**src/rtl/cnn_defs.sv**
```systemverilog
// cnn_defs: shared defaults and state encoding for the CNN pooling datapath.
`default_nettype none

package cnn_defs;

    localparam int ADD_SIZE_DEF  = 14;
    localparam int DATA_SIZE_DEF = 8;

    localparam logic [1:0] ST_IDLE = 2'd0;
    localparam logic [1:0] ST_RUN  = 2'd1;
    localparam logic [1:0] ST_DONE = 2'd2;

endpackage

`default_nettype wire

```
**src/rtl/raster_addr_gen.sv**
```systemverilog
// raster_addr_gen: row/col counters with an accumulated row base; addr = row_base + col.
`default_nettype none

module raster_addr_gen #(
    parameter int ADD_SIZE   = 14,
    parameter int OUT_W      = 14,
    parameter int OUT_H      = 14,
    parameter int ROW_STRIDE = 14
) (
    input  logic                clk,
    input  logic                reset,
    input  logic                start,
    input  logic                step,
    input  logic [ADD_SIZE-1:0] base,
    output logic [ADD_SIZE-1:0] addr,
    output logic                last
);

    localparam int COL_W = (OUT_W > 1) ? $clog2(OUT_W) : 1;
    localparam int ROW_W = (OUT_H > 1) ? $clog2(OUT_H) : 1;
    localparam logic [COL_W-1:0]    c_COL_LAST = COL_W'(OUT_W - 1);
    localparam logic [ROW_W-1:0]    c_ROW_LAST = ROW_W'(OUT_H - 1);
    localparam logic [ADD_SIZE-1:0] c_STRIDE   = ADD_SIZE'(ROW_STRIDE);

    logic [COL_W-1:0]    r_col;
    logic [ROW_W-1:0]    r_row;
    logic [ADD_SIZE-1:0] r_row_base;

    // Strides are accumulated rather than multiplied; wrap is modulo 2^ADD_SIZE.
    always_ff @(posedge clk or negedge reset) begin
        if (!reset) begin
            r_col      <= '0;
            r_row      <= '0;
            r_row_base <= '0;
        end else if (start) begin
            r_col      <= '0;
            r_row      <= '0;
            r_row_base <= base;
        end else if (step) begin
            if (r_col == c_COL_LAST) begin
                r_col      <= '0;
                r_row      <= r_row + 1'b1;
                r_row_base <= r_row_base + c_STRIDE;
            end else begin
                r_col <= r_col + 1'b1;
            end
        end
    end

    assign addr = r_row_base + ADD_SIZE'(r_col);
    assign last = (r_row == c_ROW_LAST) && (r_col == c_COL_LAST);

endmodule

`default_nettype wire

```
**src/rtl/max_pool_store.sv**
```systemverilog
// max_pool_store: writes a stream of pooled results into the output buffer in raster order.
// Optional ReLU on write-back when MAX_POOL_STORE_RELU_EN is defined.
`default_nettype none

module max_pool_store
    import cnn_defs::*;
#(
    parameter int ADD_SIZE   = ADD_SIZE_DEF,
    parameter int DATA_SIZE  = DATA_SIZE_DEF,
    parameter int OUT_W      = 14,
    parameter int OUT_H      = 14,
    parameter int ROW_STRIDE = 14
) (
    input  logic                 clk,
    input  logic                 reset,
    input  logic                 enable,
    input  logic [ADD_SIZE-1:0]  add_in,
    input  logic [DATA_SIZE-1:0] in_data,
    input  logic                 in_valid,
    output logic                 in_ready,
    output logic                 wr_en,
    output logic [ADD_SIZE-1:0]  add_out,
    output logic [DATA_SIZE-1:0] wr_data,
    output logic                 done
);

    typedef enum logic [1:0] {
        S_IDLE = ST_IDLE,
        S_RUN  = ST_RUN,
        S_DONE = ST_DONE
    } state_t;

    state_t               r_state;
    state_t               w_next;
    logic                 r_in_ready;
    logic                 w_in_ready_nxt;
    logic                 w_start;
    logic                 w_xfer;
    logic                 w_last;
    logic [ADD_SIZE-1:0]  w_addr;
    logic [DATA_SIZE-1:0] w_data;
    logic                 r_wr_en;
    logic [ADD_SIZE-1:0]  r_add_out;
    logic [DATA_SIZE-1:0] r_wr_data;
    logic                 r_done;

    raster_addr_gen #(
        .ADD_SIZE   (ADD_SIZE),
        .OUT_W      (OUT_W),
        .OUT_H      (OUT_H),
        .ROW_STRIDE (ROW_STRIDE)
    ) u_addr_gen (
        .clk   (clk),
        .reset (reset),
        .start (w_start),
        .step  (w_xfer),
        .base  (add_in),
        .addr  (w_addr),
        .last  (w_last)
    );

    always_ff @(posedge clk or negedge reset) begin
        if (!reset) begin
            r_state    <= S_IDLE;
            r_in_ready <= 1'b0;
        end else begin
            r_state    <= w_next;
            r_in_ready <= w_in_ready_nxt;
        end
    end

    // in_ready is only ever high in RUN, so it alone qualifies a transfer.
    always_comb begin
        w_next         = r_state;
        w_in_ready_nxt = 1'b0;
        w_start        = 1'b0;
        w_xfer         = in_valid && r_in_ready;
        case (r_state)
            S_IDLE: begin
                if (enable) begin
                    w_next         = S_RUN;
                    w_start        = 1'b1;
                    w_in_ready_nxt = 1'b1;
                end
            end
            S_RUN: begin
                w_in_ready_nxt = 1'b1;
                if (w_xfer && w_last) begin
                    w_next         = S_DONE;
                    w_in_ready_nxt = 1'b0;
                end
            end
            S_DONE: begin
                if (!enable) begin
                    w_next = S_IDLE;
                end
            end
            default: begin
                w_next = S_IDLE;
            end
        endcase
    end

`ifdef MAX_POOL_STORE_RELU_EN
    assign w_data = in_data[DATA_SIZE-1] ? '0 : in_data;
`else
    assign w_data = in_data;
`endif

    always_ff @(posedge clk or negedge reset) begin
        if (!reset) begin
            r_wr_en   <= 1'b0;
            r_add_out <= '0;
            r_wr_data <= '0;
            r_done    <= 1'b0;
        end else begin
            r_wr_en <= w_xfer;
            r_done  <= (w_next == S_DONE);
            if (w_xfer) begin
                r_add_out <= w_addr;
                r_wr_data <= w_data;
            end
        end
    end

    assign in_ready = r_in_ready;
    assign wr_en    = r_wr_en;
    assign add_out  = r_add_out;
    assign wr_data  = r_wr_data;
    assign done     = r_done;

endmodule

`default_nettype wire

```
**config.mk**
```make
export PLATFORM = sky130hd
export DESIGN_NAME = max_pool_store
export DESIGN_NICKNAME = d
export VERILOG_FILES = /design/src/rtl/cnn_defs.sv /design/src/rtl/raster_addr_gen.sv /design/src/rtl/max_pool_store.sv
export SDC_FILE = /design/constraint.sdc
export NUM_CORES = 1
export LEC_CHECK = 0
export BUFFER_PORTS_ARGS = -buffer_cell sky130_fd_sc_hd__buf_2
export CORE_MARGIN = 3
export CORE_UTILIZATION = 59
export DETAILED_ROUTE_END_ITERATION = 8
export MAX_ROUTING_LAYER = met4
export PLACE_DENSITY = 0.84
export REMOVE_ABC_BUFFERS = 1
export SYNTH_ARGS = -nofsm -noshare
export SYNTH_HDL_FRONTEND = slang
export SYNTH_HIERARCHICAL = 1
export SYNTH_SLANG_ARGS = --single-unit
```
**constraint.sdc**
```tcl
create_clock -name clk -period 3 [get_ports clk]
set_input_delay 0.45 -clock clk [delete_from_list [all_inputs] [get_ports clk]]
set_output_delay 0.45 -clock clk [all_outputs]
set_load 0.005 [all_outputs]
```
==> impl_results.md <==
* Vias per Instance at about 5.7
* Post-route total power at around 2100 uW
* Sw Share at 33.0%
* Worst reg2reg setup slack at 0.86 ns
* Internal power at 1420 uW
* GRT Overall Usage at between 20% and 30%
* Synthesized area per cell at 11.1 um^2
* Total Die Area at 5260 um^2
* Number of synthesized flops with an enable pin at 0
* Net Switching at ~700 uW
* Synth top cells by count: dfrtp_1, nand2_1, mux2_4
* I/O Pins at 51
* DRC Markers at 0
* CTS H-tree lvls at 2
* Synth Register Bits at 49
* Max Buffers Root-to-Sink at 2
* FP Rows at 23
* Post-DRT Antenna Nets at 0
* Routed vias at 1890
* Startpoint Class: flip-flop
* Setup WS post-layout at 0.859 ns
* Post-synth top flop: dfrtp_1
* Clock Skews at 0.00422 ns
* Critical register-to-register path startpoint: u_addr_gen/r_col[0]
* Post-CTS setup buffers at 0
* Max Fanout on Critical Path at 7
* Sequential share of power at 47.5%
* Leak at approximately 0.0014 uW
* # resized after CTS at 0
* CTS tree: yes
* Post-synth top area share at 46.9%
* Dpl hpwl at 3500 um
* Yosys top cell by area: dfrtp_1
* Critical Path RT at 3.18 ns
* Post-synthesis cell type count at 39
* Cell area after synthesis at approximately 2600 um^2
* Crit path DAT at 2.32 ns
* Clock power frac at between 20% and 30%
* Combinational Power Share at 31.5%
* Gr ovfl total at 0
* Final Max Slew Viols at 0
* Fin. Hold Viols at 0
* Worst min path class: in2async
* Most frequent cell after synthesis: dfrtp_1
* Pwr per Cell Area at slightly above 700 nW/um^2
* Largest net degree at the start of global routing at 50
* Worst vdd ir at just over 0.4 mV
* Worst setup EP type: flip-flop
* RSZ-0062 raised after global routing: no
* Clk slew on worst S/H paths at 0.08 ns
* First-pass GRT wire length at approximately 8300 um
* Final setup fails at 0
* Initial Util at 63.0%
* DIE HEIGHT at 72.5 um
* Routed wire per std cell at 14.4 um
* Max-slew headroom at 30.1%
* Pre-CTS setup slack at 0.844 ns
* Measured slew at the worst slew-check pin at 1.05 ns
* Post-CTS Hold Fix Bufs at 0
* Vias in the first global route at ~1800
* Core Footprint at 4140 um^2
* Async SR Flop Fraction at 100%
* Die X at between 70 and 80 um
* Storage cell area at 1230 um^2
* CTS Buf Count at 5
* Fin nets at 318
* Initial antenna violation count at 0
* Root buf cell: clkbuf_8
* CP Class: reg2reg
* Period utilization at between 70% and 80%
* Mapped Cells at ~240
* # clock sinks at 49
* Worst setup path startpoint: u_addr_gen/r_col[0]
* Max_cap viols at 0
* Yosys warns at 6
* Layout area overhead at 13.6%
* DRT Pass-1 Iters at 4
* Port Buf Inserts at 50
* Register area share after synthesis at between 40 and 50%
* Clock Latency Late Sink at 0.29 ns
* Proportion of layout cells with a drive suffix above 1 at 30.5%
* Multi-input logic area at 1270 um^2
* ANT cells at 0
* FMAX at 467 MHz
* Crit path time final at 2.14 ns
* Final Wtd Congestion at 0.882
* Status: finished, final reports clean
* Filler Cell Count at 316
* Final wirelength at roughly 4800 um
* Synth top area cells: dfrtp_1, mux2_4, xnor2_1, ha_1, nand2_1
* Initial drt markers at 79
==> per-layer routing <==
layer,vias to the layer above,track usage [%],routed length [um]
met5,-,-,0
met4,0,6.35,44
met3,6,4.43,355
met2,68,33.5,2350
met1,901,26.5,2040
li1,915,-,-
==> flip-flops by register name, summed over array words and instances, names as in the netlist <==
name	cells
add_out	14
u_addr_gen/r_row_base	14
wr_data	8
u_addr_gen/r_col	4
u_addr_gen/r_row	4
r_state	2
done	1
in_ready	1
wr_en	1
==> stage by stage <==
step	instances	utilization, %	hold slack (ns)	TNS (ns)	cell area [um^2]
6_report	332	71.6	0.342	0	2970
5_1_grt	332	71.6	0.358	0	2970
4_1_cts	332	71.6	0.343	0	2970
3_5_place_dp	325	69.1	0.486	0	2860
3_3_place_gp	325	69.1	0.484	0	2860
2_1_floorplan	223	-	0.154	-0.0112	2530
==> worst paths after layout <==
| kind | endpoint | cells after the start |
|---|---|---|
| max | add_out[12] | 7 |
| min | u_addr_gen/r_row[2] | 1 |
| max reg2reg | add_out[12] | 7 |
| min reg2reg | wr_data[0] | 1 |
| max in group asynchronous | add_out[11] | 1 |
| min in group clk | u_addr_gen/r_row_base[11] | 3 |
==> worst max-delay path, cell delays in order, from the launching register on <==
cell and delay, ns:
dfrtp_1 0.45, ha_1 0.26, fa_1 0.41, a21oi_1 0.19, o21ai_0 0.21, nand4_1 0.17, xnor2_1 0.08, mux2_4 0.26
==> cell families after synthesis <==
group / share of synthesized area (%)
AO/OA/AOI/OAI: 8.48
buffers and inverters: 4.55
multiplexers: 12.8
XOR/XNOR: 8.05
adder cells (fa/ha/maj): 5.08
flip-flops: 46.9
AND/OR/NAND/NOR: 14.1
==> final cells by class <==
type                    count  share of cell area [%]
flip-flops and latches     49                    41.3
clock buffers               5                    2.32
repair buffers             52                    8.94
multi-input cells         164                    42.9
inverters                  10                    1.26
clock inverters             2                    1.18
well taps                  50                    2.11
==> power groups by stage <==
stage	combinational, uW	sequential, uW	clock (uW)
floorplan	475	979	0
finish	668	1010	445
detailed placement	672	1020	0
CTS	676	1010	458
global placement	638	1010	0
global route	757	1040	478
==> layout by cell type, fill, tap and decap left out, drive strengths merged, types with 2 or more instances in the layout <==
cell type   n
xor2       10
nand2      25
nand3b      3
buf        52
mux2       23
nor3        2
o211ai      2
o311ai      2
clkbuf      5
nor4        2
xnor2      14
o21bai      2
o21ai      15
nand4       8
a21oi       8
dfrtp      49
and4        2
ha          9
inv        10
a311oi      2
nand3      12
nor2       11
(Power assumes the default switching activity.)
